===== src/rtl/lcd_pkg.sv =====
// rtl/lcd_pkg.sv - shared state encoding, default timing and command codes for the LCD bus driver
package lcd_pkg;

  typedef enum logic [3:0] {
    ST_POWERUP,
    ST_IDLE,
    ST_HI_SETUP,
    ST_HI_EN,
    ST_HI_HOLD,
    ST_LO_SETUP,
    ST_LO_EN,
    ST_LO_HOLD,
    ST_EXEC_WAIT,
    ST_DONE
  } lcd_state_t;

  localparam int POWERUP_US  = 20000;
  localparam int T_SETUP     = 1;
  localparam int T_EN        = 1;
  localparam int T_HOLD      = 1;
  localparam int T_EXEC      = 40;
  localparam int T_EXEC_LONG = 1640;

  localparam logic [7:0] CMD_CLEAR     = 8'h01;
  localparam logic [7:0] CMD_HOME      = 8'h02;
  localparam logic [7:0] CMD_FUNC_4BIT = 8'h28;
  localparam logic [7:0] CMD_ENTRY     = 8'h06;
  localparam logic [7:0] CMD_DISP_ON   = 8'h0C;
  localparam logic [7:0] CMD_LINE1     = 8'h80;
  localparam logic [7:0] CMD_LINE2     = 8'hC0;

  // Timer reload for a duration of n cycles; a zero duration behaves as one cycle.
  function automatic int tick_count(input int n);
    return (n < 1) ? 0 : n - 1;
  endfunction

endpackage


===== src/rtl/lcd_tick_timer.sv =====
// rtl/lcd_tick_timer.sv - loadable down-counter with zero flag
module lcd_tick_timer #(
  parameter int              CNT_W   = 16,
  parameter logic [CNT_W-1:0] RST_VAL = '0
) (
  input  logic             clk_1MHz,
  input  logic             rst_n,
  input  logic             load,
  input  logic [CNT_W-1:0] load_val,
  output logic             zero
);

  logic [CNT_W-1:0] cnt;

  // Load on request, otherwise count down and park at zero.
  always_ff @(posedge clk_1MHz or negedge rst_n) begin
    if (!rst_n) begin
      cnt <= RST_VAL;
    end else if (load) begin
      cnt <= load_val;
    end else if (cnt != '0) begin
      cnt <= cnt - 1'b1;
    end
  end

  assign zero = (cnt == '0);

endmodule


===== src/rtl/lcd_nibble_writer.sv =====
// rtl/lcd_nibble_writer.sv - byte-to-nibble HD44780 write driver with E timing and execution wait
module lcd_nibble_writer
  import lcd_pkg::*;
#(
  parameter int POWERUP_US  = lcd_pkg::POWERUP_US,
  parameter int T_SETUP     = lcd_pkg::T_SETUP,
  parameter int T_EN        = lcd_pkg::T_EN,
  parameter int T_HOLD      = lcd_pkg::T_HOLD,
  parameter int T_EXEC      = lcd_pkg::T_EXEC,
  parameter int T_EXEC_LONG = lcd_pkg::T_EXEC_LONG,
  parameter int CNT_W       = 16
) (
  input  logic       clk_1MHz,
  input  logic       rst_n,
  input  logic [7:0] data,
  input  logic       cmd_data,
  input  logic       ena_write,
  output logic       done_write,
  output logic       busy,
  output logic       lcd_rs,
  output logic       lcd_rw,
  output logic       lcd_e,
  output logic [3:0] lcd_d
);

  lcd_state_t state, state_nxt;
  logic       pending, pend_nxt;
  logic [7:0] data_l, data_nxt;
  logic       cmd_l, cmd_nxt;
  logic       tmr_load, tmr_zero;
  logic [CNT_W-1:0] tmr_val;
  logic       done_nxt, busy_nxt, rs_nxt, e_nxt;
  logic [3:0] d_nxt;

  // Timer comes out of reset already holding the power-up reload so POWERUP lasts exactly POWERUP_US cycles.
  lcd_tick_timer #(
    .CNT_W   (CNT_W),
    .RST_VAL (CNT_W'(tick_count(POWERUP_US)))
  ) u_timer (
    .clk_1MHz (clk_1MHz),
    .rst_n    (rst_n),
    .load     (tmr_load),
    .load_val (tmr_val),
    .zero     (tmr_zero)
  );

  // State, request latch and registered pin drivers; reset drops lcd_e immediately.
  always_ff @(posedge clk_1MHz or negedge rst_n) begin
    if (!rst_n) begin
      state      <= ST_POWERUP;
      pending    <= 1'b0;
      data_l     <= 8'h00;
      cmd_l      <= 1'b0;
      done_write <= 1'b0;
      busy       <= 1'b1;
      lcd_rs     <= 1'b0;
      lcd_rw     <= 1'b0;
      lcd_e      <= 1'b0;
      lcd_d      <= 4'h0;
    end else begin
      state      <= state_nxt;
      pending    <= pend_nxt;
      data_l     <= data_nxt;
      cmd_l      <= cmd_nxt;
      done_write <= done_nxt;
      busy       <= busy_nxt;
      lcd_rs     <= rs_nxt;
      lcd_rw     <= 1'b0;
      lcd_e      <= e_nxt;
      lcd_d      <= d_nxt;
    end
  end

  // Next state, timer reload on every state change, and pin values decoded from the state being entered.
  always_comb begin
    state_nxt = state;
    pend_nxt  = pending;
    data_nxt  = data_l;
    cmd_nxt   = cmd_l;
    case (state)
      ST_POWERUP: begin
        if (ena_write && !pending) begin
          pend_nxt = 1'b1;
          data_nxt = data;
          cmd_nxt  = cmd_data;
        end
        if (tmr_zero) begin
          if (pending || ena_write) begin
            state_nxt = ST_HI_SETUP;
            pend_nxt  = 1'b0;
          end else begin
            state_nxt = ST_IDLE;
          end
        end
      end
      ST_IDLE: begin
        if (ena_write) begin
          data_nxt  = data;
          cmd_nxt   = cmd_data;
          state_nxt = ST_HI_SETUP;
        end
      end
      ST_HI_SETUP:  if (tmr_zero) state_nxt = ST_HI_EN;
      ST_HI_EN:     if (tmr_zero) state_nxt = ST_HI_HOLD;
      ST_HI_HOLD:   if (tmr_zero) state_nxt = ST_LO_SETUP;
      ST_LO_SETUP:  if (tmr_zero) state_nxt = ST_LO_EN;
      ST_LO_EN:     if (tmr_zero) state_nxt = ST_LO_HOLD;
      ST_LO_HOLD:   if (tmr_zero) state_nxt = ST_EXEC_WAIT;
      ST_EXEC_WAIT: if (tmr_zero) state_nxt = ST_DONE;
      ST_DONE:      state_nxt = ST_IDLE;
      default:      state_nxt = ST_POWERUP;
    endcase

    tmr_load = (state_nxt != state);
    tmr_val  = '0;
    case (state_nxt)
      ST_POWERUP:               tmr_val = CNT_W'(tick_count(POWERUP_US));
      ST_HI_SETUP, ST_LO_SETUP: tmr_val = CNT_W'(tick_count(T_SETUP));
      ST_HI_EN, ST_LO_EN:       tmr_val = CNT_W'(tick_count(T_EN));
      ST_HI_HOLD, ST_LO_HOLD:   tmr_val = CNT_W'(tick_count(T_HOLD));
      ST_EXEC_WAIT: begin
        // Clear and home (codes 0x00-0x03 as commands) need the long execution time.
        if (!cmd_l && (data_l[7:2] == 6'd0)) tmr_val = CNT_W'(tick_count(T_EXEC_LONG));
        else                                 tmr_val = CNT_W'(tick_count(T_EXEC));
      end
      default:                  tmr_val = '0;
    endcase

    rs_nxt   = lcd_rs;
    d_nxt    = lcd_d;
    e_nxt    = (state_nxt == ST_HI_EN) || (state_nxt == ST_LO_EN);
    busy_nxt = (state_nxt != ST_IDLE);
    done_nxt = (state_nxt == ST_DONE);
    if (state_nxt == ST_HI_SETUP) begin
      rs_nxt = cmd_nxt;
      d_nxt  = data_nxt[7:4];
    end else if (state_nxt == ST_LO_SETUP) begin
      d_nxt  = data_l[3:0];
    end
  end

endmodule


===== config.mk =====
export PLATFORM = sky130hd
export DESIGN_NAME = lcd_nibble_writer
export DESIGN_NICKNAME = d
export VERILOG_FILES = /design/src/rtl/lcd_pkg.sv /design/src/rtl/lcd_tick_timer.sv /design/src/rtl/lcd_nibble_writer.sv
export SDC_FILE = /design/constraint.sdc
export NUM_CORES = 1
export LEC_CHECK = 0
export CAP_MARGIN = 20
export CORE_MARGIN = 3
export CORE_UTILIZATION = 30
export CTS_CLUSTER_DIAMETER = 200
export CTS_CLUSTER_SIZE = 24
export DETAILED_ROUTE_END_ITERATION = 16
export MAX_ROUTING_LAYER = met4
export RECOVER_POWER = 100
export SETUP_SLACK_MARGIN = 0.4
export SLEW_MARGIN = 10
export SYNTH_ARGS = -nofsm -noshare
export SYNTH_HDL_FRONTEND = slang
export SYNTH_SLANG_ARGS = --single-unit

===== constraint.sdc =====
create_clock -name clk_1MHz -period 3.1 [get_ports clk_1MHz]
set_clock_uncertainty 0.05 [all_clocks]
set_input_delay 0.62 -clock clk_1MHz [delete_from_list [all_inputs] [get_ports clk_1MHz]]
set_output_delay 0.62 -clock clk_1MHz [all_outputs]
set_load 0.02 [all_outputs]

Word-level counts from Yosys, hierarchy flattened
Cells that the tools add are included.
W data, S select, Z words.
Word-level totals
  input bits: 12
  output and inout port bits: 9
  register bits: 38
  logic and storage cells: 72
Operators by class
  reductions and logical operators: 15
  multiplexer cells: 26
  add/sub/neg operators: 1
  eq/ne operators: 19
Operators by type and width (count)
  $mux W4: 11
  $pmux W4 S10: 1
  $mux W16: 2
  $pmux W15 S2: 1
  $eq A4 B3 Y1 const B: 6
  $eq A4 B2 Y1 const B: 4
  $eq A4 B4 Y1 const B: 4
  $logic_not A16 Y1: 1
  $mux W8: 2
  $pmux W8 S2: 1
  $reduce_bool A16 Y1: 1
  $sub A16 B1 Y16 const B: 1
  $mux W11: 1
  $logic_not A4 Y1: 2
  $logic_not A6 Y1: 1
  $reduce_bool A2 Y1: 3
  $mux W1: 5
  $eq A4 B1 Y1 const B: 1
  $ne A2 B2 Y1 const B: 2
  $ne A4 B1 Y1 const B: 1
  $ne A4 B4 Y1: 1
  $reduce_and A3 Y1: 1
  $logic_and A1 B1 Y1: 2
  $logic_not A1 Y1: 2
  other kinds (3): 4

Logic depth before layout (Yosys ltp)
Gate-level depths: netlist of the first run.
  depth after elaboration: 7
  mapped depth: 9
  depth with buffers taken out: 7

By module
A second synthesis of the first run with hierarchy kept.
Unflattened totals
  cell total of the unflattened synthesis: 228
  area total of the unflattened synthesis: 2222.1 um2
Modules (own cells, without submodules)
  lcd_nibble_writer: area each 1211.2 um2, sequential area each 551.8 um2, times used 1, cells each 121
  lcd_tick_timer: area each 1011.0 um2, sequential area each 411.6 um2, times used 1, cells each 107

Least setup slack after synthesis of the first run
No wires, ideal clock.
  path type: reg-to-reg
  start point: register u_timer.cnt[0]
  end point: register lcd_rs
  data required time: 2.925 ns
  setup slack: 0.854 ns
  setup time: 0.125 ns
  buffers on the path: 1
  arrival time: 2.071 ns
  period minus slack after synthesis: 2.246 ns
  stages on the path, launching flop included: 9
  cell sequence: dfstp_2 -> inv_1 -> ha_1 -> nor4b_4 -> and4_4 -> buf_6 -> a211o_4 -> a21o_4 -> mux2_4
On the way
  word-level cells in the longest chain between the ends: 4
  elaborated cells between the ends (all ways): 11
  classes of those cells: eq/ne (1); mux (9); reduce/logical (1)
RTL lines
  start: declaration: RTL line lcd_tick_timer.sv:13  | logic [CNT_W-1:0] cnt;
  start signal: assignment: RTL line lcd_tick_timer.sv:20  | cnt <= load_val;
  start signal: assignment: RTL line lcd_tick_timer.sv:22  | cnt <= cnt - 1'b1;
  $logic_not A16 Y1 (*): RTL line lcd_tick_timer.sv:26  | assign zero = (cnt == '0);
  $mux W4, or another cell as far along: RTL line lcd_nibble_writer.sv:109  | ST_EXEC_WAIT: if (tmr_zero) state_nxt = ST_DONE;
  $pmux W4 S10 (*): RTL line lcd_nibble_writer.sv:80  | case (state)
  $eq A4 B2 Y1 (*): RTL line lcd_nibble_writer.sv:134  | if (state_nxt == ST_HI_SETUP) begin
  end signal: assignment: RTL line lcd_nibble_writer.sv:67  | lcd_rs <= rs_nxt;
  end: declaration: RTL line lcd_nibble_writer.sv:20  | output logic lcd_rs,
Every way passes the cells marked *; elsewhere a longest branch is shown, timed or not.
A chain may end at the register's enable or synchronous reset.

Worst setup path in the final report of the first run
  start point: register u_timer.cnt[0]
  end point: register u_timer.cnt[6]
On the way
  word-level cells in the longest chain between the ends: 6
  elaborated cells between the ends (all ways): 19
  classes of those cells: add/sub (1); eq/ne (2); mux (12); reduce/logical (4)
RTL lines
  $logic_not A16 Y1: RTL line lcd_tick_timer.sv:26
  $mux W4, or another cell as far along: RTL line lcd_nibble_writer.sv:109
  $pmux W4 S10: RTL line lcd_nibble_writer.sv:80
  $eq A4 B4 Y1 or $logic_not A4 Y1 (tied branches): RTL line lcd_nibble_writer.sv:116  | case (state_nxt)
  $pmux W15 S2: RTL line lcd_nibble_writer.sv:116
  $mux W16: RTL line lcd_tick_timer.sv:19  | end else if (load) begin
Several ways; a longest one is shown, not always the timed one. The select of a mux whose other input is x is not followed.

==> impl_summary.md, run 1 <==
Detailed routing
After detailed routing, the wire length on met1 is 2.47 mm. After detailed routing, the number of remaining DRC violations is 0. The routed wire length is 4.80 mm. In the routed layout, each cell is associated on average with a via count of 5.11. The met2 wire length is 2.15 mm. After detailed routing, the met3 layer carries 125 um of wire. The remaining number of nets flagged by the antenna check after routing is 0. The starting DRC count in detailed routing is 116. After detailed routing, no signal wire sits above met4.

The average routed wire per standard cell is 14.9 um. The final route contains 1645 vias. The first-pass iteration count of the detailed router is 4.

Worst setup path
The path depth of the worst reg2reg path is 7. Broken down by cell family, the worst path's largest delay share belongs to compound AO/OA/AOI/OAI gates. The setup check on the worst reg-to-reg path leaves a slack of 530 ps. STA classifies the critical path endpoint as a register. The worst setup path is launched from a register.

The biggest fanout along the worst timing path is 16. For this run, the slowest stage of the critical path takes 710 ps. For this design, the slowest cell found on the critical path is a211oi_4. Traced cell by cell, the critical path runs through inv_1 > ha_1 > nor4b_4 > nand4_1 > a211oi_4 > nor3_1 > a41o_1. The count of buffer and inverter cells on the critical path is 1. The required time at the worst-slack endpoint is 3230 ps. The startpoint identified for the worst register-to-register timing path is u_timer.cnt[0]$_DFFE_PN1P_. Data arrives at the worst endpoint at 2700 ps.

The worst reg2reg path endpoint is u_timer.cnt[6]$_DFFE_PN0P_. The type of the setup path with the least slack is reg2reg.

Logic synthesis
Counting flops with a built-in enable in the synthesized netlist gives 0. Yosys printed 0 warnings. Counting instances in the post-synthesis netlist gives the leading cell types as dfrtp_1 (28), nor2_1 (17), inv_1 (12), a21oi_1 (11). The post-synthesis cell area is 0.00224 sq mm. The most used flip-flop cell after synthesis is dfrtp_1.

The net count after synthesis is 221. The share of the Yosys chip area taken by registers is 43.0%. Dividing the synthesized area by the synthesized cell count gives 10.8 sq um. In this run, synthesis produced a sequential element count of 38. After synthesis, the cell types taking the most area are dfrtp_1 (31%), dfstp_2 (12%), xnor2_1 (3.9%). The synthesized netlist contains 60 unique library cells.

Synthesis handed over a netlist of 207 instances. dfrtp_1 is the most common cell in the netlist. The library cell occupying the most area in the post-synthesis netlist is dfrtp_1.

The async set-reset flop share out of synthesis is 100%. Summed over its instances, the top area cell type makes up 31.3% of the synthesized netlist area.

Hold path
Along the worst hold path, the cell count comes to 1. In this run the most critical hold path is launched from lcd_rs$_DFFE_PN0N_. The worst hold path terminates at lcd_rs$_DFFE_PN0N_. The worst hold-check path type is reg2reg.

Timing
For the pin with the worst max-slew slack, the measured transition is 2050 ps. The fmax is 389 MHz. The worst slack on hold paths is 451 ps. The post-layout minimum cycle time is 2570 ps.

Setup violations remaining at the end of the flow were counted as 0. The count of final max-slew check failures is 39. The share of the clock period used by the worst path after layout is 83.0%. The worst path meets setup with 528 ps of slack. The final number of hold-violating endpoints is 0. Headroom to the max-slew limit came out at -36.4%.

The total negative slack for setup checks is 0 ps. Setup repair after global routing left no endpoint under its margin.

Die
For this configuration, the core starts out at a cell density of 31.9%. The floorplan step set the die width to 92.4 um. The core box area is 0.00702 sq mm. In this run the count of I/O pins placed on the die edge is 21. The area of the die is 0.00853 sq mm. The die extent in y is 92.4 um.

The initialized floorplan defines 30 standard-cell rows.

Clock tree
Clock-pin slew was measured on the worst setup and hold paths at 80 ps. The number of H-tree levels is 2. The clock passes through at most 2 buffers. The number of clock buffers added by TritonCTS is 5. The clock tree from TritonCTS is done.

The tree is rooted in a clkbuf_8. The later pin in the worst-skew pair is clocked with a latency of 290 ps. The clock sink count is 38. The count of cells resized by post-cts repair is 0.

Once the clock tree was built, the setup fixing pass inserted 0 buffers. The hold-fix buffer count after cts is 0.

Finish
0 antenna diodes ended up in the layout. The layout overhead on the synthesized area is 13.8%. The net count of the finished layout is 239. Cells fill 36.3% of the core in the end.

The final instance area is 0.00255 sq mm. Cells with a size suffix above 1 make up 15.0% of the layout.

Outcome
The run finished, with violations left. The final reports fail on max-capacitance violations, max-slew violations.

Place
The area after detailed placement is 0.00249 sq mm. Before CTS, the worst setup slack after placement is 354 ps. Summed over all nets, the half-perimeter wirelength after detailed placement is 3.37 mm. The port buffer count is 19. The weighted congestion reported at the end of routability-driven placement is 0.838.

Power
The total power divided by cell area is 384 mW/mm^2. The cell leakage power is 1.03 nW. The worst-case vdd ir drop is 0.000137 V.

GRT
In the global route stage, overall resource usage came out at 12.3%. The first-pass GRT wire length is 8.43 mm. The via count of the first global-routing pass is 1647. The initial antenna violation count is 0. For this run the aggregate overflow at the end of global routing stands at 0. Entering global routing, the biggest net connects 39 pins.

Run
The tool flagged a number of max-cap violations equal to 1.
metrics by stage:
step / std cells / total power [W]
4_1_cts: 322 / 0.000998
3_3_place_gp: 314 / 0.000577
6_report: 322 / 0.000979
3_5_place_dp: 314 / 0.000577
5_1_grt: 322 / 0.00102
2_1_floorplan: 207 / 0.000542
report_power, final:
group	internal [W]	total [W]	switching [W]	leakage, nW
Clock	0.000237	0.000417	0.000180	0.0579
Sequential	0.000505	0.000510	0.00000508	0.476
Combinational	0.0000247	0.0000510	0.0000263	0.497
Total	0.000767	0.000979	0.000212	1.03
worst max-delay path by stage:
stage,from,endpoint,slack (ps),cells past startpoint
6_report,u_timer.cnt[0]$_DFFE_PN1P_,u_timer.cnt[6]$_DFFE_PN0P_,530,7
5_1_grt,u_timer.cnt[0]$_DFFE_PN1P_,u_timer.cnt[3]$_DFFE_PN1P_,290,7
4_1_cts,u_timer.cnt[0]$_DFFE_PN1P_,lcd_rs$_DFFE_PN0N_,580,7
3_5_place_dp,ena_write,lcd_d[0]$_DFFE_PN0P_,350,6
3_3_place_gp,ena_write,lcd_d[3]$_DFFE_PN0P_,390,6
2_1_floorplan,u_timer.cnt[0]$_DFFE_PN1P_,lcd_rs$_DFFE_PN0N_,850,8
layout by cell type, fill, tap and decap left out, drive strengths merged, types with 2 or more instances in the layout:
| master | netlist | final |
|---|---|---|
| dfrtp | 28 | 28 |
| nor2 | 17 | 17 |
| inv | 12 | 12 |
| a21oi | 11 | 11 |
| xnor2 | 10 | 10 |
| dfstp | 10 | 10 |
| mux2 | 10 | 10 |
| clkdlybuf4s50 | 0 | 9 |
| dlygate4sd3 | 0 | 9 |
| nand2 | 8 | 8 |
| nor4 | 8 | 8 |
| clkbuf | 3 | 7 |
| o21ai | 6 | 6 |
| a221oi | 6 | 6 |
| nand3 | 5 | 5 |
| xor2 | 5 | 5 |
| nor3 | 5 | 5 |
| a211oi | 5 | 5 |
| nand4 | 4 | 4 |
| o21a | 4 | 4 |
| nor4b | 3 | 3 |
| a21o | 3 | 3 |
| and2 | 3 | 3 |
| a41oi | 2 | 2 |
| nand2b | 2 | 2 |
| a22oi | 2 | 2 |
| or4 | 2 | 2 |
| o21bai | 2 | 2 |
| o22ai | 2 | 2 |
| or3 | 2 | 2 |
| ha | 2 | 2 |
| clkinv | 0 | 2 |
| buf | 8 | 2 |
| a211o | 2 | 2 |
kinds of logic after synthesis:
logic type,after synthesis,share of synthesized area (%)
XOR/XNOR,15,5.87
adder cells (fa/ha/maj),2,1.12
buffers and inverters,23,5.20
AND/OR/NAND/NOR,65,19.8
multiplexers,11,6.32
AO/OA/AOI/OAI,52,18.5
other,1,0.168
flip-flops,38,43.0
per-layer routing:
layer  up-vias  GRT usage [%]
li1        800              -
met1       813           18.4
met2        27           17.2
met3         5           2.19
met4         0           3.34
met5         -              -
sequential cells by signal, indices dropped and copies added (netlist names):
register / cells
u_timer.cnt: 16
data_l: 8
lcd_d: 4
state: 4
busy: 1
cmd_l: 1
done_write: 1
lcd_e: 1
lcd_rs: 1
pending: 1
final cells by class:
type                            instances  area (sq um)
Clock buffer                            5          68.8
Clock inverter                          3          40.0
Multi-Input combinational cell        146          1110
Inverter                               12          45.0
Timing Repair Buffer                   22           203
Tap cell                               96           120
Sequential cell                        38           963
Fill cell                             712          4470
(Power assumes the default switching activity.)
==> inputs of run 2 (changes only) <==
- clock period: 3.1 -> 2.61 ns (I/O delays scaled with it)
==> run 2 against run 1 <==
  * The run now ends clean
  * Clock power down 4%
  * Combinational power up 27%
  * Non-clock buffer count up 24
  * Setup slack worse by 220 ps
  * Global-route usage up 0.54 points
  * Count of clock-buffer cells in the layout up 1
  * Power up 9.5%
  * Flip-flop and latch count unchanged
==> impl_summary.md, run 2 (synthesized netlist as in run 1, its figures left out) <==
Timing
Setup repair after global routing missed its margin: true (was false). The final number of hold-violating endpoints is 0 (unchanged). The post-layout minimum cycle time is 2300 ps (was 2570 ps). The total negative slack for setup checks is 0 ps (unchanged). The count of final max-slew check failures is 0 (was 39). The share of the clock period used by the worst path after layout is 88.0% (was 83.0%). The fmax is 435 MHz (was 389 MHz). The headroom to the max-slew limit came to 43.1% (was -36.4%). The measured slew at the worst slew-check pin is 853 ps (was 2050 ps). The count of final setup violators is 0 (unchanged). The post-route worst setup slack is 313 ps (was 528 ps).

Finish
The share of cells above drive strength 1 is 27.9% (was 15.0%). The commonest non-fill, non-tap cell in the layout is dfrtp_1 (unchanged). The number of filler cells placed in the layout came to 702 (was 712).

The non-filler instance count after layout came to 347 (was 322). The layout overhead on the synthesized area is 25.0% (was 13.8%). The number of flip-flops under the largest register name is 16 (unchanged). The net count of the finished layout was 264 (was 239). The area taken by flip-flops and latches is 965 sq um (was 963 sq um).

The number of antenna diodes was 0 (unchanged). The footprint of the multi-input gates came to 0.00120 sq mm (was 0.00111 sq mm). The register name with the most flops is u_timer.cnt (unchanged).

Leading cell types in the layout, fill and taps excluded: dfrtp_1 (27), buf_4 (18), nor2_1 (17) (was dfrtp_1 (28), nor2_1 (17), inv_1 (12)). Biggest registers after layout: u_timer.cnt x16, data_l x8 (unchanged). The final instance area was 0.00280 sq mm (was 0.00255 sq mm).

Die
The row count is 30 (unchanged). The core box area is 0.00702 sq mm (unchanged). The initial core utilization is 31.9% (unchanged). The area of the die came to 0.00853 sq mm (unchanged). The die width is 92.4 um (unchanged). The total I/O pin count is 21 (unchanged). The die extent in y is 92.4 um (unchanged).

Worst setup path
The arrival time of data at the critical path endpoint was 2460 ps (was 2700 ps). The library cell contributing the largest single delay on the critical path is and4_1 (was a211oi_4). The biggest fanout along the worst timing path is 8 (was 16).

Critical path cell sequence: inv_2 > ha_4 > nor4b_4 > and4_1 > clkbuf_1 > nand3_4 > o21a_1 > o22ai_2 (was inv_1 > ha_1 > nor4b_4 > nand4_1 > a211oi_4 > nor3_1 > a41o_1). The type of the setup path with the least slack is reg2reg (unchanged). The required time at the worst-slack endpoint came to 2770 ps (was 3230 ps). The delay of the slowest cell on the worst path is 470 ps (was 710 ps). The kind of end point of the critical path is a register (unchanged). The element type at the critical path start is a register (unchanged).

Place
The weighted congestion reported at the end of routability-driven placement is 0.791 (was 0.838). The port buffer count is 19 (unchanged). The cell count after placement is 321 (was 314). The HPWL after detailed placement is 3.44 mm (was 3.37 mm). The post-placement setup slack is 72.9 ps (was 354 ps).

The area after detailed placement was 0.00255 sq mm (was 0.00249 sq mm).

GRT
The routing usage on met1 is 18.2% (was 18.4%). The total congestion overflow is 0 (unchanged). The maximum number of pins on one net before global-route repair is 39 (unchanged). The total global-route track usage came to 12.9% (was 12.3%). The first-pass GRT wire length was 8.74 mm (was 8.43 mm). The most used routing layer in global routing is met2 (was met1).

The fraction of met2 tracks used by global routing is 19.3% (was 17.2%). The met3 track utilization from global routing was 2.44% (was 2.19%). The via count of the first global-routing pass is 1749 (was 1647).

The initial antenna violation count is 0 (unchanged).

Power
The worst-case vdd ir drop was 0.000172 V (was 0.000137 V). The cell leakage power is 1.16 nW (was 1.03 nW). The total power divided by cell area came to 383 mW/mm^2 (was 384 mW/mm^2). The sum of internal, switching and leakage power is 0.00107 W (was 0.000979 W).

Detailed routing
The starting DRC count in detailed routing is 90 (was 116). The remaining number of nets flagged by the antenna check after routing is 0 (unchanged). The ratio of routed vias to standard cells is 5.07 (was 5.11). The residual DRC count came to 0 (unchanged). The average routed wire per standard cell is 15.0 um (was 14.9 um). The first-pass iteration count of the detailed router is 4 (unchanged). The via count of the routed design is 1761 (was 1645). The routed wire length came to 5.22 mm (was 4.80 mm).

Clock tree
The insertion delay to the later sink of the worst-skew pair is 290 ps (about the same). The root cell of the clock tree is clkbuf_8 (unchanged). The clock tree from TritonCTS is done (unchanged). The number of clock buffers inserted by TritonCTS is 5 (unchanged).

The clock sink count is 38 (unchanged). The number of H-tree levels is 2 (unchanged). The number of buffers on the longest clock path is 2 (unchanged).

The register clock-pin slew on the reported worst setup and hold paths is 80 ps (about the same). The hold-fix buffer count after cts was 0 (unchanged).

Run
The number of violations of the max-capacitance limit is 0 (was 1).

Hold path
The worst hold-check path type is in2async (was reg2reg).

Outcome
Result of the run: finished clean (was finished, violations left).
run 2: cell types whose count changed in the layout (fill, tap and decap cells not counted), moves of 3 or more:
cell / change
buf_6: +3
o21ai_1: +3
buf_4: +16
clkbuf_1: +4
o21ai_0: -3
mux2_1: -3
run 2: routing by layer:
layer	part of all wire, %	vias to the layer above
met4	1.2	0
met5	0	-
li1	-	852
met1	48	878
met2	47	25
met3	3.0	6
run 2: per-stage QoR:
step	util, %	hold WS [ps]
floorplan	-	176
global placement	36.3	441
detailed placement	36.3	449
CTS	38.9	321
global route	39.9	348
finish	39.9	280
run 2: timing repair:
action                     CTS  global route
setup endpoints to repair   16            23
pin swaps                    2            10
resized for setup            3            19
setup buffers               10             7
cloned                       1             0
run 2: final cells by class:
| class | count | share of cell area (%) |
|---|---|---|
| multi-input cells | 147 | 42.9 |
| flip-flops and latches | 38 | 34.5 |
| repair buffers | 46 | 13.7 |
| well taps | 96 | 4.29 |
| clock buffers | 6 | 2.59 |
| inverters | 12 | 1.70 |
| clock inverters | 2 | 0.358 |
run 2: path summary, 6_finish.rpt:
path | start | endpoint | slack [ps] | depth (start not counted)
max | u_timer.cnt[1]$_DFFE_PN1P_ | u_timer.cnt[10]$_DFFE_PN1P_ | 310 | 8
min | rst_n | data_l[1]$_DFFE_PN0P_ | 280 | 1
max reg2reg | u_timer.cnt[1]$_DFFE_PN1P_ | u_timer.cnt[10]$_DFFE_PN1P_ | 310 | 8
min reg2reg | lcd_rs$_DFFE_PN0N_ | lcd_rs$_DFFE_PN0N_ | 460 | 1
max in group asynchronous | rst_n | state[0]$_DFF_PN0_ | 1630 | 1
min in group clk_1MHz | lcd_rs$_DFFE_PN0N_ | lcd_rs$_DFFE_PN0N_ | 460 | 1
run 2: power breakdown:
part | switching [W] | leakage [nW] | internal [W]
clock network | 0.000215 | 0.0450 | 0.000185
registers | 0.00000628 | 0.473 | 0.000600
logic | 0.0000321 | 0.641 | 0.0000328
total | 0.000253 | 1.16 | 0.000818
run 2: critical path, delay by kind of cell, from the launching register on:
family / cells / cell delay [ps]
flip-flops: 1 / 380
buffers and inverters: 2 / 270
adder cells (fa/ha/maj): 1 / 130
AND/OR/NAND/NOR: 3 / 930
AO/OA/AOI/OAI: 2 / 460
==> inputs of run 3 (changes only) <==
- clock period: 2.61 -> 2.62 ns (I/O delays scaled with it)
==> run 3 against run 2 <==
  * Routed wire length shrank 1.8%
  * Largest power group unchanged
  * Worst hold slack worse by 5.9 ps
  * Global-route usage grew 0.30 points
  * Setup slack gained 51 ps
==> impl_summary.md, run 3 (synthesized netlist as in run 1, its figures left out) <==
Finish
The number of antenna diodes came to 0 (unchanged). Biggest registers after layout: u_timer.cnt x16, data_l x8 (unchanged). The number of flip-flops under the largest register name is 16 (unchanged). The number of filler cells placed in the layout is 713 (was 702).

The net count of the finished layout is 264 (unchanged). The layout overhead on the synthesized area was 28.1% (was 25.0%). The commonest non-fill, non-tap cell in the layout is dfrtp_1 (unchanged). The register name with the most flops is u_timer.cnt (unchanged). Leading cell types in the layout, fill and taps excluded: dfrtp_1 (28), buf_4 (26), nor2_1 (17) (was dfrtp_1 (27), buf_4 (18), nor2_1 (17)).

The share of cells above drive strength 1 was 31.9% (was 27.9%).

Power
The switching share of power is 21.9% (was 23.6%). The combinational group share of total power is 5.6% (was 6.1%). The sequential power share is 51.8% (was 56.6%). The cell leakage power was 1.19 nW (was 1.16 nW). The clock network power share came to 42.6% (was 37.4%). The worst-case vdd ir drop came to 0.000158 V (was 0.000172 V). The total power divided by cell area is 406 mW/mm^2 (was 383 mW/mm^2).

The net switching power figure was 0.000255 W (was 0.000253 W). The design internal power is 0.000910 W (was 0.000818 W). The sum of internal, switching and leakage power is 0.00117 W (was 0.00107 W).

GRT
The total congestion overflow is 0 (unchanged). The total global-route track usage is 13.2% (was 12.9%). The maximum number of pins on one net before global-route repair was 39 (unchanged).

The first-pass GRT wire length is 8.80 mm (was 8.74 mm). The initial antenna violation count is 0 (unchanged). The via count of the first global-routing pass came to 1786 (was 1749).

Detailed routing
The remaining number of nets flagged by the antenna check after routing came to 0 (unchanged). The met2 wire length is 2.37 mm (was 2.48 mm). The residual DRC count was 0 (unchanged). The first-pass iteration count of the detailed router is 4 (unchanged).

The routed wire length is 5.13 mm (was 5.22 mm). The routed length on met3 is 161 um (was 154 um). The post-route met1 wirelength is 2.52 mm (was 2.53 mm). The via count of the routed design is 1742 (was 1761). The average routed wire per standard cell was 14.8 um (was 15.0 um). The highest routed metal layer is met4 (unchanged). The ratio of routed vias to standard cells was 5.02 (was 5.07). The starting DRC count in detailed routing is 58 (was 90).

Die
The core box area is 0.00702 sq mm (unchanged). The row count came to 30 (unchanged). The die extent in y came to 92.4 um (unchanged). The total I/O pin count was 21 (unchanged). The area of the die is 0.00853 sq mm (unchanged). The initial core utilization is 31.9% (unchanged). The die width is 92.4 um (unchanged).

Clock tree
The number of H-tree levels is 2 (unchanged). The clock tree from TritonCTS was done (unchanged). The clock sink count is 38 (unchanged). The root cell of the clock tree is clkbuf_8 (unchanged). The register clock-pin slew on the reported worst setup and hold paths came to 80 ps (about the same). The insertion delay to the later sink of the worst-skew pair is 290 ps (about the same). The number of clock buffers inserted by TritonCTS was 5 (unchanged). The number of buffers on the longest clock path is 2 (unchanged). The hold-fix buffer count after cts is 0 (unchanged).

Timing
The total negative slack for setup checks is 0 ps (unchanged). Setup repair after global routing missed its margin: true (unchanged). Timing would allow up to 443 MHz.

The headroom to the max-slew limit is 44.0% (was 43.1%). The worst path uses 86.1% of the clock period. The final number of hold-violating endpoints is 0 (unchanged).

The measured slew at the worst slew-check pin is 839 ps (was 853 ps). The count of final max-slew check failures is 0 (unchanged). The count of final setup violators came to 0 (unchanged).

Counting I/O delays and the setup requirement, the final critical path takes 2260 ps.

Worst setup path
The required time at the worst-slack endpoint came to 2750 ps (was 2770 ps). The count of buffer and inverter cells on the critical path is 1 (was 2). Critical path cell sequence: clkdlybuf4s50_1 > nand2b_1 > or4_1 > mux2_1 > a211oi_2 > a221oi_2 (was inv_2 > ha_4 > nor4b_4 > and4_1 > clkbuf_1 > nand3_4 > o21a_1 > o22ai_2).

The type of the setup path with the least slack is in2reg (was reg2reg). The element type at the critical path start is an input port (was register). The library cell contributing the largest single delay on the critical path is or4_1 (was and4_1). The family with the most delay on the worst path is simple AND/OR/NAND/NOR gates (unchanged). The kind of end point of the critical path is a register (unchanged).

The delay of the slowest cell on the worst path is 610 ps (was 470 ps). The biggest fanout along the worst timing path came to 7 (was 8). The arrival time of data at the critical path endpoint is 2390 ps (was 2460 ps).

Place
The weighted congestion reported at the end of routability-driven placement is 0.808 (was 0.791). The HPWL after detailed placement is 3.46 mm (was 3.44 mm). The port buffer count is 19 (unchanged).

Run
The number of violations of the max-capacitance limit came to 0 (unchanged).

Outcome
Result of the run: finished clean (unchanged).

Hold path
The worst hold-check path type was in2async (unchanged).
## run 3: repair_timing
action,CTS,global route
pin swaps,3,10
endpoints found under the setup margin,24,23
cloned,1,0
setup buffers,11,6
gates resized for setup,2,18
## run 3: per-stage QoR
step                utilization (%)  hold WS, ps  setup WS [ps]  cells  cell area [sq um]
finish                         40.8          274            364    347               2870
global route                   40.8          350            176    347               2870
CTS                            39.3          311            374    341               2760
detailed placement             36.3          450           18.5    321               2550
global placement               36.3          440           74.3    321               2550
floorplan                         -          178            402    207               2240
## run 3: path summary, 6_finish.rpt
kind	slack, ps	start	endpoint	cells past startpoint
setup reg to reg	370	state[2]$_DFF_PN0_	lcd_d[0]$_DFFE_PN0P_	5
hold reg to reg	470	data_l[1]$_DFFE_PN0P_	data_l[1]$_DFFE_PN0P_	1
min in group clk_1MHz	470	data_l[1]$_DFFE_PN0P_	data_l[1]$_DFFE_PN0P_	1
setup / recovery	360	ena_write	lcd_d[0]$_DFFE_PN0P_	6
hold / removal	270	rst_n	data_l[0]$_DFFE_PN0P_	1
max in group asynchronous	1710	rst_n	u_timer.cnt[13]$_DFFE_PN0P_	1
## run 3: per-layer routing
| layer | up-vias | global-route usage [%] |
|---|---|---|
| met5 | - | - |
| met4 | 0 | 3.71 |
| met3 | 5 | 2.60 |
| met2 | 25 | 19.5 |
| met1 | 854 | 18.4 |
| li1 | 858 | - |
## run 3: final cells by class
cell class              instances  area [sq um]  share of cell area, %
clock inverters                 3          40.0                   1.40
repair buffers                 46           384                   13.4
well taps                      96           120                   4.19
inverters                      12          45.0                   1.57
clock buffers                   5          68.8                   2.40
flip-flops and latches         38           963                   33.6
multi-input cells             147          1240                   43.4
## run 3: power by group through the flow
stage / sequential (W) / clock (W) / combinational (W)
after floorplan: 0.000619 / 0 / 0.0000232
after global placement: 0.000615 / 0 / 0.0000666
after detailed placement: 0.000615 / 0 / 0.0000672
after CTS: 0.000604 / 0.000508 / 0.0000674
after global routing: 0.000606 / 0.000540 / 0.0000717
final: 0.000604 / 0.000496 / 0.0000649
